==> src/rtl/severity_event_logger.sv <==
// rtl/severity_event_logger.sv - severity-tagged event sink: per-severity counters, event FIFO, error halt latch
// Optional SEVERITY_EVENT_LOGGER_TIMESTAMP_EN: per-entry capture of a free-running timestamp.
module severity_event_logger #(
    parameter int DEPTH           = 16,
    parameter int CODE_WIDTH      = 16,
    parameter int COUNT_WIDTH     = 16,
    parameter int TIMESTAMP_WIDTH = 32
) (
    input  logic                       clock,
    input  logic                       reset_n,
    input  logic                       event_valid,
    output logic                       event_ready,
    input  logic [1:0]                 event_severity,
    input  logic [CODE_WIDTH-1:0]      event_code,
    input  logic [1:0]                 min_severity,
    input  logic                       clear_counts,
    input  logic                       error_clear,
    output logic                       read_valid,
    input  logic                       read_ready,
    output logic [1:0]                 read_severity,
    output logic [CODE_WIDTH-1:0]      read_code,
`ifdef SEVERITY_EVENT_LOGGER_TIMESTAMP_EN
    output logic [TIMESTAMP_WIDTH-1:0] read_timestamp,
`endif
    output logic [COUNT_WIDTH-1:0]     count_debug,
    output logic [COUNT_WIDTH-1:0]     count_info,
    output logic [COUNT_WIDTH-1:0]     count_warning,
    output logic [COUNT_WIDTH-1:0]     count_error,
    output logic                       error_latched
);

    localparam int AW = $clog2(DEPTH);
`ifdef SEVERITY_EVENT_LOGGER_TIMESTAMP_EN
    localparam int EW = 2 + CODE_WIDTH + TIMESTAMP_WIDTH;
`else
    localparam int EW = 2 + CODE_WIDTH;
`endif

    logic [AW:0]            wr_ptr;
    logic [AW:0]            rd_ptr;
    logic [EW-1:0]          mem [DEPTH];
    logic [EW-1:0]          wdata;
    logic [EW-1:0]          head;
    logic [COUNT_WIDTH-1:0] cnt [4];
    logic                   full;
    logic                   empty;
    logic                   accept;
    logic                   push;
    logic                   pop;

    // Extra pointer MSB distinguishes full from empty when the index bits match.
    assign empty  = (wr_ptr == rd_ptr);
    assign full   = (wr_ptr[AW] != rd_ptr[AW]) && (wr_ptr[AW-1:0] == rd_ptr[AW-1:0]);
    assign event_ready = !full && !error_latched;
    assign accept = event_valid && event_ready;
    assign push   = accept && (event_severity >= min_severity);
    assign pop    = !empty && read_ready;

`ifdef SEVERITY_EVENT_LOGGER_TIMESTAMP_EN
    logic [TIMESTAMP_WIDTH-1:0] timestamp;

    always_ff @(posedge clock or negedge reset_n) begin
        if (!reset_n)
            timestamp <= '0;
        else
            timestamp <= timestamp + 1'b1;
    end

    assign wdata          = {timestamp, event_severity, event_code};
    assign read_timestamp = empty ? '0 : head[EW-1 -: TIMESTAMP_WIDTH];
`else
    assign wdata = {event_severity, event_code};
`endif

    always_ff @(posedge clock or negedge reset_n) begin
        if (!reset_n) begin
            wr_ptr <= '0;
            rd_ptr <= '0;
        end else begin
            if (push)
                wr_ptr <= wr_ptr + 1'b1;
            if (pop)
                rd_ptr <= rd_ptr + 1'b1;
        end
    end

    // Storage is not reset; outputs are masked while empty so stale data never shows.
    always_ff @(posedge clock) begin
        if (push)
            mem[wr_ptr[AW-1:0]] <= wdata;
    end

    assign head          = mem[rd_ptr[AW-1:0]];
    assign read_valid    = !empty;
    assign read_severity = empty ? 2'b00 : head[CODE_WIDTH +: 2];
    assign read_code     = empty ? '0 : head[CODE_WIDTH-1:0];

    // A clear coinciding with an accept leaves that severity's counter at one.
    always_ff @(posedge clock or negedge reset_n) begin
        if (!reset_n) begin
            for (int i = 0; i < 4; i++)
                cnt[i] <= '0;
        end else begin
            for (int i = 0; i < 4; i++) begin
                if (accept && (event_severity == 2'(i)))
                    cnt[i] <= clear_counts ? COUNT_WIDTH'(1) :
                              (&cnt[i] ? cnt[i] : cnt[i] + 1'b1);
                else if (clear_counts)
                    cnt[i] <= '0;
            end
        end
    end

    assign count_debug   = cnt[0];
    assign count_info    = cnt[1];
    assign count_warning = cnt[2];
    assign count_error   = cnt[3];

    always_ff @(posedge clock or negedge reset_n) begin
        if (!reset_n)
            error_latched <= 1'b0;
        else if (accept && (event_severity == 2'd3))
            error_latched <= 1'b1;
        else if (error_clear)
            error_latched <= 1'b0;
    end

endmodule

==> config.mk <==
export PLATFORM = sky130hd
export DESIGN_NAME = severity_event_logger
export DESIGN_NICKNAME = d
export VERILOG_FILES = /design/src/rtl/severity_event_logger.sv
export SDC_FILE = /design/constraint.sdc
export NUM_CORES = 1
export LEC_CHECK = 0
export CORE_ASPECT_RATIO = 1.5
export CORE_MARGIN = 2
export CORE_UTILIZATION = 45
export CTS_BUF_LIST = sky130_fd_sc_hd__clkbuf_4
export DETAILED_ROUTE_END_ITERATION = 12
export SETUP_SLACK_MARGIN = 0.15
export SLEW_MARGIN = 20
export SYNTH_ARGS = -nofsm -noshare
export SYNTH_HDL_FRONTEND = slang
export SYNTH_SLANG_ARGS = --single-unit
==> constraint.sdc <==
create_clock -name clock -period 9.8 [get_ports clock]
set_clock_uncertainty 0.2 [all_clocks]
set_input_delay 1.96 -clock clock [delete_from_list [all_inputs] [get_ports clock]]
set_output_delay 1.96 -clock clock [all_outputs]
set_load 0.1 [all_outputs]
==> run_results.csv, run 1 <==
group,metric,value,unit
timing,grt_setup_unrepaired,"no",
place,gp_congestion,0.764,
layout,fin_nets,1153,
yosys,synth_area_leader_cell,"edfxtp_1",
timing,max_freq,0.146,GHz
die,ios,111,
timing,relSlewSlack,27.6,%
critical_path,cp_max_fo,44,
yosys,synth-edff-count,288,
yosys,yosys.cell_types.count,51,
timing,hold_viol_final,0,
place,placed_cells,1447,
run,maxCapViolations,0,
layout,regArea,0.0105,sq mm
clock_network,post_cts_buffers,0,
clock_network,cts_sinks,363,
yosys,async_flop_share,20.7,%
die,die_w,155,microns
critical_path,worstPathRequired,7.64,ns
timing,period_needed,6.85,ns
layout,finalNonFillerCells,1609,
grt,grt_pass1_vias,9743,
min_path,hold_class,"reg -> reg",
critical_path,path_class,"reg -> out",
yosys,synthTopCellsByArea,"edfxtp_1 (56%), dfrtp_1 (12%), mux4_2 (11%), a211oi_1 (1.8%), or4_1 (1.6%)",
timing,tightest_slew,1.08,ns
yosys,ys_seq_elements,363,
power,p_seq_share,37.9,%
power,power.clock.fraction,25.2,%
route,firstDrtPassIters,5,
place,dp_hpwl,20400,microns
timing,setup_viol_count_final,0,
route,drc,0,
layout,nFillCells,2737,
power,power.switching,1.93,mW
route,viasPerCell,5.79,
die,core,0.0335,sq mm
power,ir_drop,271,uV
grt,overflow,0,
yosys,avgSynthCellArea,16.1,sq um
yosys,synthTopCellsByCount,"edfxtp_1 (288), dfrtp_1 (75), mux4_2 (72), a21oi_1 (49), clkbuf_1 (46)",
clock_network,cts_made_buffers,87,
route,initialDrtViolationCount,497,
grt,grt_max_degree,73,
power,p_per_area,273,mW/mm^2
outcome,outcome,"finished clean",
grt,antenna_found_initial,2,
timing,finalSetupTns,0,ns
yosys,yosysMostFrequentCell,"edfxtp_1",
layout,drive_gt1_share,22.2,%
grt,grt_use_total,20.3,%
clock_network,clock_latency,0.75,ns
timing,post-route-period-util,69.9,%
yosys,syn_inst,952,
route,post_drt_wl_per_cell,21.8,microns
die,initial_utilization,45.8,%
power,combinationalPowerShare,36.9,%
clock_network,cts_tree,"yes",
grt,grt_pass1_wl,55200,microns
yosys,synth_area,0.0154,sq mm
place,port_buffers,110,
clock_network,ctsHoldBuffers,0,
clock_network,cts_resized,0,
route,wirelength,35100,microns
critical_path,endpoint_kind,"primary output",
critical_path,cp_data_arrival_time,4.69,ns
route,ant_nets,0,
yosys,synthFlopType,"edfxtp_1",
clock_network,htree_levels,3,
yosys,yosysWarnings,0,
layout,multi_input_area,0.00458,sq mm
yosys,seq_area_frac_synth,68.5,%
timing,slew_violations,0,
die,die-area,0.0357,sq mm
layout,areaGrowthSynthToFinish,17.9,%
critical_path,critPathLaunchType,"register",
clock_network,clockBufferDepth,3,
clock_network,path_clk_slew,0.07,ns
power,leakagePower,6.11,nW
die,die_h,230,microns
yosys,syn-num-nets,989,
route,vias,9310,
power,p_sw_share,39.0,%
die,rows,82,
power,p_int,3.01,mW
yosys,synth_top_area_share,56.3,%
clock_network,root_buffer,"clkbuf_4",
## per-stage QoR
step                hold slack, ns  area, sq um  utilization (%)  worst slack, ns  total power, mW
detailed placement           0.325        17000             50.6             3.60             3.76
floorplan                    0.298        15400                -             3.67             3.27
finish                       0.339        18100             54.0             2.95             4.95
global route                 0.354        18100             54.0             2.60             5.18
CTS                          0.340        18100             54.0             2.77             5.02
global placement             0.316        17000             50.6             3.60             3.76
## per-layer routing
metal	global-route usage, %	share of wire (%)
met4	6.80	1.6
met5	0	0
met2	34.1	51
met1	25.9	42
met3	5.03	5.7
## cell families after synthesis
kind of cell / Yosys count / share of synthesized area (%)
AO/OA/AOI/OAI: 170 / 7.26
AND/OR/NAND/NOR: 222 / 8.31
multiplexers: 99 / 12.4
XOR/XNOR: 14 / 0.798
adder cells (fa/ha/maj): 11 / 0.895
buffers and inverters: 73 / 1.88
flip-flops: 363 / 68.5
## registers in the layout, summed over array words and instances (netlist names)
register,flops
wr_ptr,5
count_warning,16
mem,288
count_debug,16
count_error,16
rd_ptr,5
error_latched,1
count_info,16
## final timing paths
path                                start             end  slack (ns)  cells past startpoint
worst max-delay path            rd_ptr[0]   read_code[15]        2.95                      6
worst min-delay path            rd_ptr[3]       rd_ptr[3]        0.34                      1
worst max register to register  rd_ptr[1]      mem[11][3]        6.03                      7
worst min register to register  rd_ptr[3]       rd_ptr[3]        0.34                      1
max in group asynchronous         reset_n       rd_ptr[0]        7.31                      2
min in group asynchronous         reset_n  count_debug[7]        0.86                      1
## power groups by stage
stage	clock network, mW	logic, mW	registers (mW)
2_1_floorplan	0	1.43	1.84
3_3_place_gp	0	1.85	1.91
3_5_place_dp	0	1.85	1.91
4_1_cts	1.29	1.86	1.88
5_1_grt	1.37	1.93	1.89
6_report	1.24	1.83	1.87
## final cells by class
cell class              count  area share [%]
flip-flops and latches    363            58.1
inverters                  13           0.269
diodes                      2          0.0276
clock inverters            23           0.622
repair buffers            135            7.07
well taps                 420            2.90
multi-input cells         516            25.3
clock buffers             137            5.68
## placed cells by master (no fill, tap or decap), types with 3 or more instances in the layout
| cell type | count |
|---|---|
| o211ai_1 | 4 |
| o21ai_0 | 23 |
| a21oi_1 | 49 |
| nor2b_1 | 30 |
| edfxtp_1 | 288 |
| clkdlybuf4s50_1 | 108 |
| dfrtp_1 | 72 |
| nor3_1 | 6 |
| and4_1 | 5 |
| mux4_2 | 72 |
| or4_1 | 33 |
| and3_1 | 21 |
| clkbuf_4 | 137 |
| nor2_1 | 21 |
| o21a_1 | 3 |
| o2111ai_1 | 3 |
| or2_2 | 4 |
| nor4_1 | 6 |
| xnor2_1 | 11 |
| inv_2 | 3 |
| or3_1 | 13 |
| a211oi_1 | 37 |
| nand3_1 | 21 |
| ha_1 | 11 |
| buf_4 | 26 |
| nand2_1 | 33 |
| mux2_2 | 9 |
| xor2_1 | 3 |
| mux2i_1 | 18 |
| nand4_1 | 16 |
| o31ai_1 | 32 |
| and2_1 | 3 |
| inv_1 | 13 |
| clkinv_1 | 19 |
## worst max-delay path, stage by stage (launching register included)
cell and delay, ns:
dfrtp_4 1.03, buf_4 0.68, mux4_2 0.33, nor2b_1 0.14
a211oi_1 0.07, a211oi_1 0.43, clkdlybuf4s50_1 1.24
Power figures use the tool's default switching activity.
==> run 2, diff against run 1 <==
Settings changed: PLACE_DENSITY from default to 0.66.
Clock period 9.8 ns to 5.9 ns, I/O delays scaled along.
==> run 2 against run 1 <==
Critical path type unchanged. Sequential power grew 63%. Hold slack lost 0.0062 ns. Setup slack lost 1.9 ns. Final cell count shrank 0.75%. Cell area shrank 0.48%. Global-route usage is essentially flat. Clock power grew 60%. Non-clock buffer count grew 1. Sequential share of layout area grew 0.28 points.
==> run_results.csv, run 2 (synthesis results as in run 1) <==
group,metric,value,unit
power,leakagePower,6.09,nW
timing,finalSetupTns,0,ns
min_path,hold_path_depth,1,
die,die_h,230,microns
route,drc,0,
die,core,0.0335,sq mm
layout,final_cell_mix,"edfxtp_1 (288), clkbuf_4 (121), clkdlybuf4s50_1 (90)",
critical_path,endpoint_kind,"primary output",
run,maxCapViolations,0,
clock_network,cts_made_buffers,88,
layout,design_area,0.0180,sq mm
die,initial_utilization,45.8,%
critical_path,cp_data_arrival_time,3.47,ns
critical_path,critPathLaunchType,"register",
place,port_buffers,110,
route,vias,9348,
grt,antenna_found_initial,1,
layout,fin_nets,1155,
route,initialDrtViolationCount,450,
layout,layout.cells.most_common,"edfxtp_1",
timing,hold_viol_final,0,
timing,slew_violations,0,
timing,tightest_slew,1.05,ns
timing,max_freq,0.206,GHz
clock_network,htree_levels,3,
grt,grt_pass1_wl,54900,microns
grt,grt_max_degree,75,
grt,overflow,0,
critical_path,path_class,"reg -> out",
power,p_per_area,452,mW/mm^2
layout,largest_reg_flops,288,
place,placed_cells,1447,
clock_network,ctsHoldBuffers,1,
power,ir_drop,601,uV
die,die_w,155,microns
critical_path,cp_max_fo,21,
clock_network,cts_tree,"yes",
route,post_drt_wl_per_cell,22.2,microns
clock_network,clockBufferDepth,3,
grt,grt_use_total,20.3,%
clock_network,root_buffer,"clkbuf_4",
timing,relSlewSlack,29.8,%
layout,areaGrowthSynthToFinish,17.3,%
clock_network,path_clk_slew,0.06,ns
place,gp_congestion,0.789,
clock_network,cts_sinks,363,
min_path,hold_class,"reg -> reg",
critical_path,worstPathRequired,4.52,ns
route,wirelength,35400,microns
clock_network,cts_resized,0,
clock_network,post_cts_buffers,0,
layout,drive_gt1_share,23.2,%
timing,post-route-period-util,82.3,%
route,ant_nets,0,
power,finalPower,8.16,mW
route,firstDrtPassIters,4,
place,dp_hpwl,21600,microns
layout,finalNonFillerCells,1597,
critical_path,r2r_cells,5,
die,die-area,0.0357,sq mm
timing,grt_setup_unrepaired,"no",
die,rows,82,
route,viasPerCell,5.85,
timing,period_needed,4.85,ns
outcome,outcome,"finished clean",
timing,setup_viol_count_final,0,
die,ios,111,
place,place_area,0.0169,sq mm
grt,grt_pass1_vias,9809,
clock_network,clock_latency,0.75,ns
-- run 2: cell types whose count changed in the layout (fill, tap and decap cells not counted), moves of 2 or more --
cell and delta:
buf_12 +2, buf_4 +16, clkinv_2 +5, clkbuf_4 -16, inv_6 +3, clkdlybuf4s50_1 -18
clkinv_1 -4, inv_2 -2
-- run 2: worst paths after layout --
| path | startpoint | end | slack (ns) |
|---|---|---|---|
| max | rd_ptr[0] | read_valid | 1.05 |
| min | rd_ptr[4] | rd_ptr[4] | 0.33 |
| max reg2reg | rd_ptr[0] | mem[6][14] | 2.82 |
| min reg2reg | rd_ptr[4] | rd_ptr[4] | 0.33 |
| max in group asynchronous | reset_n | rd_ptr[0] | 3.71 |
| min in group asynchronous | reset_n | count_debug[2] | 0.61 |
-- run 2: metal layers --
| layer | global-route usage, % | share of wire, % | vias up |
|---|---|---|---|
| met2 | 35.3 | 53 | 309 |
| met3 | 4.47 | 5.9 | 49 |
| li1 | - | - | 4243 |
| met1 | 24.5 | 40 | 4747 |
| met5 | 0 | 0 | - |
| met4 | 8.25 | 2.0 | 0 |
-- run 2: power breakdown --
part           leakage, nW  switching [mW]  internal (mW)  total [mW]
Combinational         1.84            2.15          0.967        3.12
Sequential            3.62           0.134           2.92        3.05
Clock                0.636           0.988          0.998        1.99
-- run 2: stage by stage --
step / hold slack (ns) / setup slack [ns] / utilization [%]
after detailed placement: 0.320 / 1.22 / 50.5
after global routing: 0.370 / 0.840 / 53.7
after floorplan: 0.298 / 0.552 / -
after CTS: 0.334 / 0.992 / 53.7
after global placement: 0.319 / 1.26 / 50.5
final: 0.333 / 1.05 / 53.7
-- run 2: worst max-delay path, stage by stage, from the launching register on --
cell	delay, ns
dfrtp_4	0.66
xnor2_1	0.27
nand4_1	0.28
nor2_2	0.18
buf_4	0.31
inv_1	0.06
clkdlybuf4s50_1	0.97
-- run 2: layout make-up --
cell class	count	area [sq um]
Antenna cell	1	2.50
Clock buffer	121	908
Clock inverter	27	158
Fill cell	2767	15500
Inverter	13	48.8
Multi-Input combinational cell	516	4580
Sequential cell	363	10500
Tap cell	420	526
Timing Repair Buffer	136	1270
==> run 3, diff against run 2 <==
Clock period 5.9 ns to 4.4 ns, I/O delays scaled along.
==> run 3 against run 2 <==
Die area unchanged. Via count increased by 0.27%. First-iteration DRC count decreased by 12%. Combinational power increased by 39%. Hold slack improved by 0.019 ns. Core utilization increased by 0.61 points. Non-clock buffer count increased by 14. Sequential power increased by 32%. Power increased by 35%. Register-to-register slack got worse by 1.3 ns. Setup slack got worse by 0.64 ns. Critical path type unchanged.
==> run_results.csv, run 3 (synthesis results as in run 1) <==
group,metric,value,unit
timing,period_needed,4.00,ns
route,drc,0,
layout,fin_nets,1165,
route,initialDrtViolationCount,397,
grt,antenna_found_initial,1,
die,core,0.0335,sq mm
clock_network,root_buffer,"clkbuf_4",
route,firstDrtPassIters,5,
min_path,hold_end,"rd_ptr[4]",
route,viasPerCell,5.81,
critical_path,critPathLaunchType,"register",
clock_network,path_clk_slew,0.06,ns
die,rows,82,
timing,hold_ws,0.352,ns
critical_path,crit_family,"multiplexers",
route,ant_nets,0,
place,placed_cells,1457,
min_path,hold_path_depth,1,
grt,grt_max_degree,76,
critical_path,cp_max_fo,27,
grt,grt_pass1_wl,53600,microns
outcome,outcome,"finished clean",
grt,grt_pass1_vias,9753,
timing,max_freq,0.250,GHz
critical_path,worstPathBufferInverterCount,2,
place,gp_congestion,0.772,
grt,overflow,0,
critical_path,r2r_start,"wr_ptr[2]",
layout,areaGrowthSynthToFinish,18.6,%
critical_path,path_cells,"buf_12, mux4_2, nor2b_1, a211oi_1, a211oi_2, buf_4",
critical_path,path_class,"reg -> out",
critical_path,r2r_cells,5,
critical_path,slowest_delay,0.54,ns
min_path,worstHoldStart,"rd_ptr[4]",
timing,relSlewSlack,31.1,%
place,dp_hpwl,21300,microns
clock_network,clock_latency,0.76,ns
clock_network,cts_sinks,363,
place,port_buffers,110,
layout,final_cell_mix,"edfxtp_1 (288), clkbuf_4 (119), clkdlybuf4s50_1 (88)",
route,vias,9373,
timing,grt_setup_unrepaired,"no",
layout,post-route-util,54.4,%
clock_network,cts_made_buffers,84,
grt,grt_use_total,19.6,%
min_path,hold_class,"reg -> reg",
route,wirelength,33900,microns
clock_network,htree_levels,3,
timing,tightest_slew,1.03,ns
critical_path,timing.rr.end,"count_info[8]",
power,p_per_area,603,mW/mm^2
critical_path,regToRegSetupSlack,1.52,ns
timing,post-route-period-util,90.9,%
route,post_drt_wl_per_cell,21.0,microns
timing,slew_violations,0,
critical_path,crit_slowest_cell,"mux4_2",
layout,layout.cells.most_common,"edfxtp_1",
critical_path,cp_data_arrival_time,2.92,ns
clock_network,cts_tree,"yes",
power,leakagePower,6.18,nW
die,die-area,0.0357,sq mm
run,maxCapViolations,0,
clock_network,clockBufferDepth,3,
layout,drive_gt1_share,25.6,%
timing,hold_viol_final,0,
timing,finalSetupTns,0,ns
critical_path,endpoint_kind,"primary output",
timing,setup_viol_count_final,0,
layout,finalNonFillerCells,1614,
die,die_w,155,microns
critical_path,worstPathRequired,3.32,ns
die,die_h,230,microns
power,ir_drop,556,uV
die,initial_utilization,45.8,%
layout,largest_reg_flops,288,
die,ios,111,
[run 3: power breakdown]
part / switching (mW) / internal [mW]
clock: 1.29 / 1.32
sequential: 0.131 / 3.91
combinational: 2.93 / 1.42
[run 3: stage by stage]
step	area, sq um	worst slack (ns)	power [mW]
2_1_floorplan	15500	0.295	7.42
3_3_place_gp	17100	0.824	8.43
3_5_place_dp	17100	0.782	8.47
4_1_cts	18200	0.284	11.2
5_1_grt	18200	0.235	11.5
6_report	18200	0.402	11.0
[run 3: how the worst max path moves through the flow]
stage                       from          endpoint  cells after the start
3_3_place_gp   event_severity[0]        mem[3][11]                     10
2_1_floorplan          rd_ptr[1]      read_code[0]                      5
3_5_place_dp   event_severity[0]    count_error[5]                      5
5_1_grt                rd_ptr[0]      read_code[6]                      6
6_report               rd_ptr[0]  read_severity[1]                      6
4_1_cts                rd_ptr[0]     read_code[10]                      6
[run 3: repair_timing]
item	in CTS	in global routing
gates resized for setup	1	0
hold buffers	0	1
endpoints found under the setup margin	14	0
buffers inserted	4	0
hold endpoints to repair	0	1
[run 3: metal layers]
| metal | vias to the layer above | track usage, % | wire (microns) |
|---|---|---|---|
| met5 | - | 0 | 0 |
| met4 | 0 | 8.85 | 950 |
| met3 | 55 | 5.16 | 2300 |
| met2 | 284 | 33.3 | 17700 |
| met1 | 4762 | 23.3 | 12900 |
| li1 | 4272 | - | - |
[run 3: cell type report]
class / instances / area, sq um
Fill cell: 2726 / 15300
Sequential cell: 363 / 10500
Multi-Input combinational cell: 516 / 4680
Timing Repair Buffer: 150 / 1390
Clock buffer: 119 / 893
Tap cell: 420 / 526
Clock inverter: 32 / 165
Inverter: 13 / 48.8
Antenna cell: 1 / 2.50
